<file path="config.mk">
export PLATFORM = sky130hd
export DESIGN_NAME = pong_match_ctrl
export DESIGN_NICKNAME = d
export VERILOG_FILES = /design/src/rtl/pong_match_ctrl.sv
export SDC_FILE = /design/constraint.sdc
export NUM_CORES = 1
export LEC_CHECK = 0
export BUFFER_PORTS_ARGS = -buffer_cell sky130_fd_sc_hd__buf_2
export CORE_ASPECT_RATIO = 1.25
export CORE_MARGIN = 5
export CORE_UTILIZATION = 45
export CTS_CLUSTER_DIAMETER = 150
export DETAILED_ROUTE_END_ITERATION = 12
export PLACE_DENSITY_LB_ADDON = 0.2
export SLEW_MARGIN = 20
export SYNTH_ARGS = -nofsm -noshare
export SYNTH_HDL_FRONTEND = slang
export SYNTH_SLANG_ARGS = --single-unit
</file>
<file path="constraint.sdc">
create_clock -name in_clock -period 2.6 [get_ports in_clock]
set_input_delay 0.13 -clock in_clock [delete_from_list [all_inputs] [get_ports in_clock]]
set_output_delay 0.13 -clock in_clock [all_outputs]
set_load 0.1 [all_outputs]
</file>
<file path="src/rtl/pong_match_ctrl.sv">
// Match controller for the pong ball stage: keeps per-player points, sequences
// each round through a timed serve, detects the match end and presents BCD digits.
module pong_match_ctrl #(
  parameter int unsigned WIN_SCORE   = 7,
  parameter int unsigned SERVE_DELAY = 120
) (
  input  logic       in_clock,
  input  logic       in_reset_n,
  input  logic       in_ani_stb,
  input  logic       in_button_start,
  input  logic       in_left_score,
  input  logic       in_right_score,
  output logic       out_start,
  output logic       out_ball_reset,
  output logic       out_animate,
  output logic [3:0] out_left_points,
  output logic [3:0] out_right_points,
  output logic [7:0] out_left_bcd,
  output logic [7:0] out_right_bcd,
  output logic [1:0] out_winner,
  output logic [1:0] out_state
);

  typedef enum logic [1:0] {
    ST_IDLE  = 2'b00,
    ST_SERVE = 2'b01,
    ST_PLAY  = 2'b10,
    ST_OVER  = 2'b11
  } state_e;

  localparam logic [3:0] WIN_PTS   = 4'(WIN_SCORE);
  localparam logic [7:0] SERVE_CNT = 8'(SERVE_DELAY);

  function automatic logic [7:0] to_bcd(input logic [3:0] p);
    logic [7:0] r;
    if (p >= 4'd10) begin
      r = {4'b0001, p - 4'd10};
    end else begin
      r = {4'b0000, p};
    end
    return r;
  endfunction

  logic       btn_meta_q, btn_sync_q, btn_prev_q, press_q;
  state_e     state_q, state_d;
  logic [7:0] cnt_q, cnt_d;
  logic [3:0] left_q, left_d, right_q, right_d;
  logic [3:0] left_sum_s, right_sum_s;
  logic [1:0] winner_q, winner_d;
  logic       start_q, start_d;
  logic       ball_rst_q, ball_rst_d;
  logic       animate_q, animate_d;

  // Button synchroniser, edge detector and registered press event
  always_ff @(posedge in_clock or negedge in_reset_n) begin
    if (!in_reset_n) begin
      btn_meta_q <= 1'b0;
      btn_sync_q <= 1'b0;
      btn_prev_q <= 1'b0;
      press_q    <= 1'b0;
    end else begin
      btn_meta_q <= in_button_start;
      btn_sync_q <= btn_meta_q;
      btn_prev_q <= btn_sync_q;
      press_q    <= btn_sync_q & ~btn_prev_q;
    end
  end

  // Match state, serve counter, points and registered ball controls
  always_ff @(posedge in_clock or negedge in_reset_n) begin
    if (!in_reset_n) begin
      state_q    <= ST_IDLE;
      cnt_q      <= 8'd0;
      left_q     <= 4'd0;
      right_q    <= 4'd0;
      winner_q   <= 2'b00;
      start_q    <= 1'b0;
      ball_rst_q <= 1'b0;
      animate_q  <= 1'b0;
    end else begin
      state_q    <= state_d;
      cnt_q      <= cnt_d;
      left_q     <= left_d;
      right_q    <= right_d;
      winner_q   <= winner_d;
      start_q    <= start_d;
      ball_rst_q <= ball_rst_d;
      animate_q  <= animate_d;
    end
  end

  assign left_sum_s  = left_q + {3'b000, in_left_score};
  assign right_sum_s = right_q + {3'b000, in_right_score};

  // Next-state logic; a point can never push past WIN_PTS because play stops there
  always_comb begin
    state_d    = state_q;
    cnt_d      = cnt_q;
    left_d     = left_q;
    right_d    = right_q;
    winner_d   = winner_q;
    start_d    = 1'b0;
    ball_rst_d = 1'b0;
    case (state_q)
      ST_IDLE, ST_OVER: begin
        if (press_q) begin
          left_d     = 4'd0;
          right_d    = 4'd0;
          winner_d   = 2'b00;
          ball_rst_d = 1'b1;
          cnt_d      = SERVE_CNT;
          state_d    = ST_SERVE;
        end else begin
          state_d = state_q;
        end
      end
      ST_SERVE: begin
        if (cnt_q == 8'd0) begin
          start_d = 1'b1;
          state_d = ST_PLAY;
        end else if (in_ani_stb) begin
          cnt_d = cnt_q - 8'd1;
        end else begin
          cnt_d = cnt_q;
        end
      end
      ST_PLAY: begin
        if (in_left_score || in_right_score) begin
          left_d  = left_sum_s;
          right_d = right_sum_s;
          if ((left_sum_s == WIN_PTS) || (right_sum_s == WIN_PTS)) begin
            winner_d = {right_sum_s == WIN_PTS, left_sum_s == WIN_PTS};
            state_d  = ST_OVER;
          end else begin
            cnt_d   = SERVE_CNT;
            state_d = ST_SERVE;
          end
        end else begin
          state_d = ST_PLAY;
        end
      end
      default: state_d = ST_IDLE;
    endcase
    animate_d = (state_d == ST_SERVE) || (state_d == ST_PLAY);
  end

  assign out_start        = start_q;
  assign out_ball_reset   = ball_rst_q;
  assign out_animate      = animate_q;
  assign out_left_points  = left_q;
  assign out_right_points = right_q;
  assign out_left_bcd     = to_bcd(left_q);
  assign out_right_bcd    = to_bcd(right_q);
  assign out_winner       = winner_q;
  assign out_state        = state_q;

endmodule
</file>
* Word-level counts from Yosys, hierarchy flattened
Index checks and enable logic that the tools add are counted.
** Operators by class
- Mux-type cells :: 26
- Equal/unequal tests :: 13
- Bitwise operators :: 2
- Add/sub/neg operators :: 5
- Reduce and logical (&&, ||, !) cells :: 10
- $lt $le $gt $ge :: 2
** Operators by type and width (count)
- $mux 8 :: 5
- $pmux 8 s3 :: 1
- $pmux 4 s2 :: 2
- $mux 2 :: 7
- $mux 4 :: 3
- $ne 2x2->1 const B :: 6
- $mux 5 :: 2
- $add 4x1->4 :: 2
- $eq 4x3->1 const B :: 2
- $ge 4x4->1 const B :: 2
- $logic_not 8->1 :: 1
- $sub 4x4->4 const B :: 2
- $sub 8x1->8 const B :: 1
- $eq 2x2->1 const B :: 3
- $pmux 2 s3 :: 1
- $reduce_and 5->1 :: 1
- $eq 2x1->1 const B :: 2
- $mux 1 :: 4
- $pmux 2 s2 :: 1
- $reduce_and 4->1 :: 1
- $logic_or 1x1->1 :: 3
- $reduce_and 3->1 :: 1
- $logic_not 2->1 :: 1
- $reduce_bool 2->1 :: 1
- 3 further kinds :: 3
** Storage, ports and cells
- Output and inout port bits :: 31
- Word-level logic and storage cells :: 70
- Flip-flop bits (word level) :: 27

* Logic depth before layout (Yosys ltp)
Gate-level depths: netlist of the first run.
- Depth in word-level cells :: 8
- Depth in mapped cells :: 9

* Least setup slack after synthesis of the first run
No wires, ideal clock.
- Path kind :: flip-flop to output port
- From :: reg right_q[1] (netlist: out_right_points[1])
- To :: out out_right_bcd[1]
- Slack :: -851 ps
- Data required time :: 2470 ps
- Cell stages (with the launch flop) :: 3
- Buffers on the path :: 0
- Arrival :: 3321 ps
- Cell sequence :: dfrtp_1 inv_1 o21ai_0
** On the way
- Word-level cells in the longest chain between the ends :: 2
- Elaborated cells on any way between the ends :: 3
- Classes of those cells :: 1 x add/sub; 1 x order compare; 1 x mux
** Ends and longest elaborated chain
- start: declaration :: RTL line 47 : logic [3:0] left_q, left_d, right_q, right_d;
- start signal: assignment :: RTL line 84 : right_q <= right_d;
- $sub 4x4->4 or $ge 4x4->1 (tied branches) :: RTL line 37, 36
- $mux 5 (*) :: RTL line 36 : if (p >= 4'd10) begin
- end: declaration :: RTL line 19 : output logic [7:0] out_right_bcd,
Mark *: on every way between the ends. The rest lies on a longest branch, timed or not.

* Final worst setup path of the first run
- From :: reg cnt_q[0]
- To :: reg cnt_q[5]
** On the way
- Word-level cells in the longest chain between the ends :: 4
- Elaborated cells on any way between the ends :: 7
- Classes of those cells :: 1 x add/sub; 1 x eq/ne; 3 x mux; 2 x reduce/logical
** Ends and longest elaborated chain
- start: declaration :: RTL line 46 : logic [7:0] cnt_q, cnt_d;
- start signal: assignment :: RTL line 82 : cnt_q <= cnt_d;
- $sub 8x1->8 :: RTL line 122 : cnt_d = cnt_q - 8'd1;
- $mux 8 :: RTL line 121 : end else if (in_ani_stb) begin
- $mux 8 :: RTL line 118 : if (cnt_q == 8'd0) begin
- $pmux 8 s3 :: RTL line 104 : case (state_q)
Parallel ways exist; a longest one is shown, timed or not. The select of a mux whose other input is x is not followed.
A chain may end at the register's enable or synchronous reset.

==> results.json, run 1 <==
{
  "start_util_pct": 46.6,
  "worst_path_largest_cell_delay_ns": 0.59,
  "grt_max_degree": 28,
  "fin_ws_ns": 0.312,
  "cts_buffer_depth": 2,
  "syn_area_um2": 1620,
  "power.total_w": 0.00216,
  "path_buf_inv": 1,
  "leakagePower_nw": 0.841,
  "met1_usage_pct": 16.9,
  "grt_pass1_vias": 1343,
  "cts_buffers": 3,
  "synth_top_cells_by_count": "dfrtp_1 (27), inv_1 (13), ha_1 (11)",
  "grt_pass1_wl_mm": 5.87,
  "diodes": 0,
  "maxCapViolations": 0,
  "synth.most_common_cell": "dfrtp_1",
  "slew_headroom_pct": 53.2,
  "synth_seq_area_share_pct": 41.6,
  "synth_top_cell_area_share_pct": 41.6,
  "synthTopCellsByArea": "dfrtp_1 (42%), ha_1 (8.5%), buf_4 (4.6%)",
  "grtUsageMet3_pct": 2.63,
  "hold_slack_ns": 0.271,
  "postCtsSetupBuffers": 0,
  "die_w_um": 63.7,
  "core_area_um2": 3480,
  "cp_slowest_cell": "o21ai_1",
  "cts.repair.resized": 0,
  "ir_worst_vdd_mv": 1.17,
  "busiest_layer": "met2",
  "overflow": 0,
  "crit_arrival_ns": 2.44,
  "portBuffers": 30,
  "synth_async_sr_flop_share_pct": 100,
  "drtAntennaViolNets": 0,
  "dp_hpwl_mm": 2.52,
  "path_class": "flop to flop",
  "std_cell_rows": 24,
  "first_iter_violations": 71,
  "crit_family": "compound AO/OA/AOI/OAI gates",
  "setup_violations": 0,
  "cp_max_fo": 11,
  "p_per_area_nw_per_um2": 1180,
  "cts_sinks": 27,
  "fmax_mhz": 437,
  "wire_per_inst_um": 13.9,
  "drive_gt1_share_pct": 23.0,
  "met2_usage_pct": 24.5,
  "fp.dieH_um": 77.2,
  "avgViaCountPerCell": 5.72,
  "tritoncts": "yes",
  "dp_cells": 229,
  "cts.htree.levels": 1,
  "synth_area_per_cell_um2": 9.61,
  "finish.instance_area_um2": 1830,
  "synth_cell_types": 43,
  "crit_path_cell_trace": "inv_1 > ha_1 > or4b_4 > o21ai_1 > o21ai_0 > a21oi_1 > a31oi_1",
  "holdCritPathClass": "input pin to flop",
  "synth_ff_type": "dfrtp_1",
  "grt_usage_pct": 14.1,
  "fin_skew_ns": 0.00486,
  "status": "finished, final reports clean",
  "required_ns": 2.75,
  "nets": 214,
  "synth_seq_cells": 27,
  "rsz0062_at_grt": "false",
  "cts-root-buf": "clkbuf_8",
  "dieArea_um2": 4920,
  "synth_edf_count": 0,
  "totalWireLength_mm": 3.27,
  "synth_top_area_cell": "dfrtp_1",
  "ys.warnings.count": 0,
  "path_clk_slew_ns": 0.10,
  "synthCells": 169,
  "dpl_worst_slack_ns": 0.343,
  "vias": 1345,
  "gp_congestion": 0.866,
  "ios": 37,
  "maxSlewViolCount": 0,
  "tightest_slew_ns": 0.697,
  "clk_latency_ns": 0.27,
  "drc": 0,
  "area_growth_pct": 12.4,
  "place_area_um2": 1760,
  "antenna_found_initial": 0,
  "cts_hold_buf": 2,
  "cp-start-kind": "flop",
  "drt_first_pass_iters": 4,
  "finalCritPeriodShare_pct": 88.0,
  "finalHoldViolCount": 0,
  "stdcell_count": 235,
  "crit_path_end_kind": "flop",
  "min_period_ns": 2.29
}
worst paths after layout:
kind,from,end,slack (ns),cells past startpoint
setup reg to reg,cnt_q[0],cnt_q[5],0.31,7
hold reg to reg,btn_meta_q,btn_sync_q,0.36,0
max in group asynchronous,in_reset_n,out_left_points[0],1.79,2
setup / recovery,cnt_q[0],cnt_q[5],0.31,7
hold / removal,in_right_score,out_right_points[0],0.27,3
min in group asynchronous,in_reset_n,btn_sync_q,0.38,2
state kept, by name, indices dropped and copies added, names as in the netlist, 2 cells and up:
| signal | cells |
|---|---|
| cnt_q | 8 |
| out_right_points | 4 |
| out_winner | 2 |
| out_left_points | 4 |
| out_state | 2 |
metal layers:
metal | vias up | share of wire (%)
met5 | - | 0
met4 | 0 | 1.2
met3 | 5 | 6.0
met2 | 39 | 49
met1 | 648 | 44
li1 | 653 | -
layout make-up:
| type | count | area (um2) |
|---|---|---|
| clock inverters | 1 | 7.51 |
| flip-flops and latches | 27 | 678 |
| fillers | 325 | 1660 |
| inverters | 13 | 48.8 |
| well taps | 39 | 48.8 |
| clock buffers | 3 | 41.3 |
| repair buffers | 32 | 170 |
| multi-input cells | 120 | 831 |
cell families (layout without fill, tap and decap cells):
family | after synthesis | in the layout | share of synthesized area (%)
adders and majority gates | 11 | 11 | 8.47
xor gates and xnor gates | 3 | 3 | 1.62
DFF | 27 | 27 | 41.6
and+or+nand+nor | 49 | 49 | 16.9
other | 1 | 6 | 0.231
buffers and inverters | 27 | 49 | 9.17
AOI/OAI and AO/OA | 51 | 51 | 22.0
metrics by stage:
step / TNS [ns] / util [%]
after detailed placement: 0 / 50.4
after CTS: 0 / 52.4
after global placement: 0 / 50.4
final: 0 / 52.4
after floorplan: -0.194 / -
after global routing: 0 / 52.4
power breakdown:
group	total [W]	switching (W)	internal, W
registers	0.000592	0.0000858	0.000506
clock network	0.000243	0.000135	0.000109
logic	0.00132	0.000997	0.000324
total	0.00216	0.00122	0.000939
placed cells by master (no fill, tap or decap), types with 3 or more instances in the layout:
master,count
conb_1,6
a21oi_2,3
o21ai_0,8
a21oi_1,5
ha_1,11
o21a_1,4
buf_2,30
nor2b_1,3
nor4_1,4
clkbuf_8,3
nand3_1,8
dfrtp_1,25
a31oi_1,3
nor2_1,8
o41ai_1,3
or4_1,3
inv_1,13
nand2_1,7
o21ai_1,5
a22o_1,7
worst min-delay path, stage by stage:
cell and delay [ns]:
buf_2 0.11, ha_1 0.15, a22o_1 0.12
Power figures use the tool's default switching activity.
==> run 2, diff against run 1 <==
- PLACE_DENSITY: unset -> 0.68
- PLACE_DENSITY_LB_ADDON: 0.2 -> unset
==> results.json, run 2 (same netlist as run 1, synthesis figures left out) <==
{
  "status": "finished, final reports clean",
  "largest_register_ffs": 8,
  "required_ns": 2.75,
  "crit_arrival_ns": 2.42,
  "fp.dieH_um": 77.2,
  "drive_gt1_share_pct": 22.4,
  "die_w_um": 63.7,
  "holdCritPathClass": "input pin to flop",
  "path_class": "flop to flop",
  "grt_max_degree": 28,
  "final.fill_count": 315,
  "ir_worst_vdd_mv": 0.923,
  "overflow": 0,
  "drc": 0,
  "reg2reg_to": "cnt_q[5]",
  "avgViaCountPerCell": 5.70,
  "pwr-share-comb_pct": 61.9,
  "cts.repair.resized": 0,
  "grt_pass1_wl_mm": 5.44,
  "setup_violations": 0,
  "maxSlewViolCount": 0,
  "cts-root-buf": "clkbuf_8",
  "hold_start": "in_right_score",
  "grt_pass1_vias": 1225,
  "slew_headroom_pct": 55.3,
  "hold_slack_ns": 0.285,
  "min_period_ns": 2.27,
  "pwr-share-clk_pct": 10.8,
  "core_area_um2": 3480,
  "dp_hpwl_mm": 2.57,
  "top_register": "cnt_q",
  "r2r_start": "cnt_q[0]",
  "std_cell_rows": 24,
  "layout_common_cells": "buf_2 (30), dfrtp_1 (25), inv_1 (13)",
  "cts.htree.levels": 1,
  "tritoncts": "yes",
  "cp-start-kind": "flop",
  "totalWireLength_mm": 3.35,
  "tightest_slew_ns": 0.667,
  "p_per_area_nw_per_um2": 1190,
  "hold_depth": 3,
  "drt_first_pass_iters": 4,
  "first_iter_violations": 41,
  "fmax_mhz": 440,
  "post-route-util_pct": 52.3,
  "final_common_cell": "buf_2",
  "clk_latency_ns": 0.27,
  "antenna_found_initial": 0,
  "grt_usage_pct": 13.3,
  "postCtsSetupBuffers": 0,
  "cp_max_fo": 11,
  "power.total_w": 0.00216,
  "portBuffers": 30,
  "fin_skew_ns": 0.00629,
  "cts_buffer_depth": 2,
  "path_clk_slew_ns": 0.09,
  "p_int_w": 0.000943,
  "power_frac_seq_pct": 27.3,
  "nets": 214,
  "fin_ws_ns": 0.325,
  "finalCritPeriodShare_pct": 87.5,
  "maxCapViolations": 0,
  "r2r.worst_path.cells": 7,
  "switching_power_w": 0.00122,
  "ios": 37,
  "cts_buffers": 3,
  "area_growth_pct": 12.2,
  "dpl_worst_slack_ns": 0.358,
  "finalHoldViolCount": 0,
  "swShare_pct": 56.4,
  "start_util_pct": 46.6,
  "leakagePower_nw": 0.842,
  "crit_path_end_kind": "flop",
  "min_to": "out_right_points[0]",
  "gp_congestion": 0.833,
  "worst-r2r-setup-slack_ns": 0.33,
  "wire_per_inst_um": 14.2,
  "drtAntennaViolNets": 0,
  "rsz0062_at_grt": "false",
  "cts_sinks": 27,
  "vias": 1340,
  "diodes": 0,
  "dieArea_um2": 4920
}
==> run 2: cell types whose count changed in the layout (fill, tap and decap cells not counted) <==
cell | before | now
clkbuf_1 | 0 | 1
clkinvlp_4 | 1 | 0
==> run 2: repair_timing <==
item	4_1_cts	5_1_grt
endpoints found under the setup margin	0	0
hold buffers	2	0
hold endpoints to repair	28	0
==> run 2: area by class of cell <==
class	instances	area, um2	share of cell area (%)
repair buffers	32	170	9.34
multi-input cells	120	831	45.6
well taps	39	48.8	2.68
inverters	13	48.8	2.68
clock buffers	4	45.0	2.47
flip-flops and latches	27	678	37.2
==> run 2: per-stage QoR <==
stage / instance area [um2] / setup TNS, ns / std cells
global route: 1820 / 0 / 235
global placement: 1760 / 0 / 229
detailed placement: 1760 / 0 / 229
finish: 1820 / 0 / 235
floorplan: 1660 / -0.194 / 174
CTS: 1820 / 0 / 235
==> run 2: worst max path at each step <==
stage	slack, ns	end	startpoint
global placement	0.45	cnt_q[5]	cnt_q[0]
detailed placement	0.36	cnt_q[5]	cnt_q[0]
floorplan	-0.1	out_right_bcd[1]	out_right_points[1]
finish	0.33	cnt_q[5]	cnt_q[0]
CTS	0.36	cnt_q[5]	cnt_q[0]
global route	0.19	cnt_q[5]	cnt_q[0]
==> run 2: power by group through the flow <==
stage	sequential, W	clock [W]	combinational [W]
final	0.000591	0.000233	0.00134
after CTS	0.000592	0.000246	0.00134
after detailed placement	0.000600	0	0.00134
after global routing	0.000602	0.000263	0.00143
after global placement	0.000594	0	0.00130
after floorplan	0.000930	0	0.000807
==> run 2: critical path, cell delays in order, from the launching register on <==
cell,delay (ns)
dfrtp_1,0.43
inv_1,0.11
ha_1,0.19
or4b_4,0.48
o21ai_1,0.56
o21ai_0,0.16
a21oi_1,0.16
a31oi_1,0.06
==> run 2: routing by layer <==
layer / track usage [%] / vias up / wire length, um
met5: 0 / - / 0
met4: 4.37 / 0 / 60
met3: 2.92 / 8 / 199
met2: 22.7 / 39 / 1660
met1: 16.3 / 636 / 1430
li1: - / 657 / -
==> run 3, diff against run 2 <==
- CORE_MARGIN: 5 -> unset
==> results.json, run 3 (same netlist as run 1, synthesis figures left out) <==
{
  "status": "finished, final reports clean",
  "swShare_pct": 56.4,
  "avgViaCountPerCell": 5.66,
  "layout_common_cells": "buf_2 (30), dfrtp_1 (25), inv_1 (13)",
  "power.total_w": 0.00215,
  "reg2reg_to": "cnt_q[5]",
  "start_util_pct": 47.0,
  "worst_path_largest_cell_delay_ns": 0.57,
  "dieArea_um2": 3850,
  "dp_hpwl_mm": 2.48,
  "diodes": 0,
  "finalHoldViolCount": 0,
  "postCtsSetupBuffers": 0,
  "cts-root-buf": "clkbuf_8",
  "path_class": "flop to flop",
  "cp_slowest_cell": "o21ai_1",
  "min_to": "out_left_points[0]",
  "leakagePower_nw": 0.841,
  "hold_start": "in_left_score",
  "place_area_um2": 1760,
  "p_int_w": 0.000940,
  "grt_pass1_vias": 1255,
  "gp_congestion": 0.856,
  "maxCapViolations": 0,
  "crit_path_cell_trace": "inv_1 > ha_1 > or4b_4 > o21ai_1 > o21ai_0 > a21oi_1 > a31oi_1",
  "nets": 214,
  "cts_sinks": 27,
  "fin_skew_ns": 0.00917,
  "totalWireLength_mm": 3.19,
  "tritoncts": "yes",
  "grt_pass1_wl_mm": 5.53,
  "cts.htree.levels": 1,
  "rsz0062_at_grt": "false",
  "area_growth_pct": 12.4,
  "cts_buffers": 3,
  "crit_family": "compound AO/OA/AOI/OAI gates",
  "die_w_um": 55.7,
  "path_buf_inv": 1,
  "largest_register_ffs": 8,
  "required_ns": 2.74,
  "tightest_slew_ns": 0.682,
  "std_cell_rows": 24,
  "portBuffers": 30,
  "cp-start-kind": "flop",
  "pwr-share-clk_pct": 11.1,
  "drc": 0,
  "top_register": "cnt_q",
  "worst-r2r-setup-slack_ns": 0.29,
  "clk_latency_ns": 0.27,
  "drt_first_pass_iters": 4,
  "drive_gt1_share_pct": 23.0,
  "post-route-util_pct": 52.9,
  "setup_violations": 0,
  "crit_arrival_ns": 2.45,
  "slew_headroom_pct": 54.2,
  "grt_max_degree": 28,
  "antenna_found_initial": 0,
  "first_iter_violations": 50,
  "fmax_mhz": 434,
  "final_common_cell": "buf_2",
  "p_per_area_nw_per_um2": 1180,
  "finish.instance_area_um2": 1830,
  "holdCritPathClass": "input pin to flop",
  "cp_max_fo": 11,
  "wire_per_inst_um": 13.6,
  "crit_path_end_kind": "flop",
  "min_period_ns": 2.31,
  "maxSlewViolCount": 0,
  "drtAntennaViolNets": 0,
  "pwr-share-comb_pct": 61.3,
  "r2r_start": "cnt_q[0]",
  "overflow": 0,
  "power_frac_seq_pct": 27.6,
  "cts_buffer_depth": 2,
  "r2r.worst_path.cells": 7,
  "hold_depth": 3,
  "path_clk_slew_ns": 0.10,
  "finalCritPeriodShare_pct": 88.7,
  "ir_worst_vdd_mv": 1.58,
  "fp.dieH_um": 69.2,
  "core_area_um2": 3450,
  "grt_usage_pct": 17.6,
  "switching_power_w": 0.00121,
  "vias": 1331,
  "ios": 37,
  "finalSetupTns_ns": 0
}
## run 3: cell type report
cell class | count | area [um2]
Timing Repair Buffer | 32 | 170
Multi-Input combinational cell | 120 | 831
Sequential cell | 27 | 678
Clock buffer | 3 | 41.3
Fill cell | 324 | 1630
Tap cell | 39 | 48.8
Inverter | 13 | 48.8
Clock inverter | 1 | 7.51
## run 3: how the worst max path moves through the flow
stage          slack (ns)          endpoint  cells past startpoint           startpoint
3_5_place_dp         0.36          cnt_q[5]                      7             cnt_q[0]
6_report             0.29          cnt_q[5]                      7             cnt_q[0]
5_1_grt              0.14          cnt_q[5]                      7             cnt_q[0]
3_3_place_gp         0.41          cnt_q[5]                      7             cnt_q[0]
2_1_floorplan        -0.1  out_right_bcd[1]                      2  out_right_points[1]
4_1_cts              0.34          cnt_q[5]                      7             cnt_q[0]
## run 3: stage by stage
stage	setup WS, ns	hold WS, ns	instances
floorplan	-0.0975	-0.166	174
finish	0.294	0.260	235
global route	0.136	0.268	235
global placement	0.409	0.169	229
CTS	0.342	0.252	235
detailed placement	0.363	0.175	229
## run 3: power groups by stage
stage | combinational [W] | sequential, W | clock [W]
after floorplan | 0.000807 | 0.000930 | 0
after global placement | 0.00129 | 0.000593 | 0
after detailed placement | 0.00132 | 0.000602 | 0
after CTS | 0.00133 | 0.000594 | 0.000248
after global routing | 0.00143 | 0.000607 | 0.000259
final | 0.00132 | 0.000595 | 0.000239
## run 3: what timing repair did
action,in CTS,in global routing
hold buffers,2,0
resized for setup,0,0
hold endpoints to repair,28,0
## run 3: worst reg2reg max path: cells and delay by family (launching register included)
family | cells | cell delay (ns)
compound gates | 4 | 0.96
fa+ha+maj | 1 | 0.18
simple gates | 1 | 0.49
flops | 1 | 0.44
buf+inv | 1 | 0.12
## run 3: metal layers
layer	part of all wire (%)	vias to the layer above	track usage [%]
li1	-	654	-
met1	44	638	21.9
met2	51	35	31.3
met3	3.5	4	2.25
met4	0.97	0	5.56
met5	0	-	0
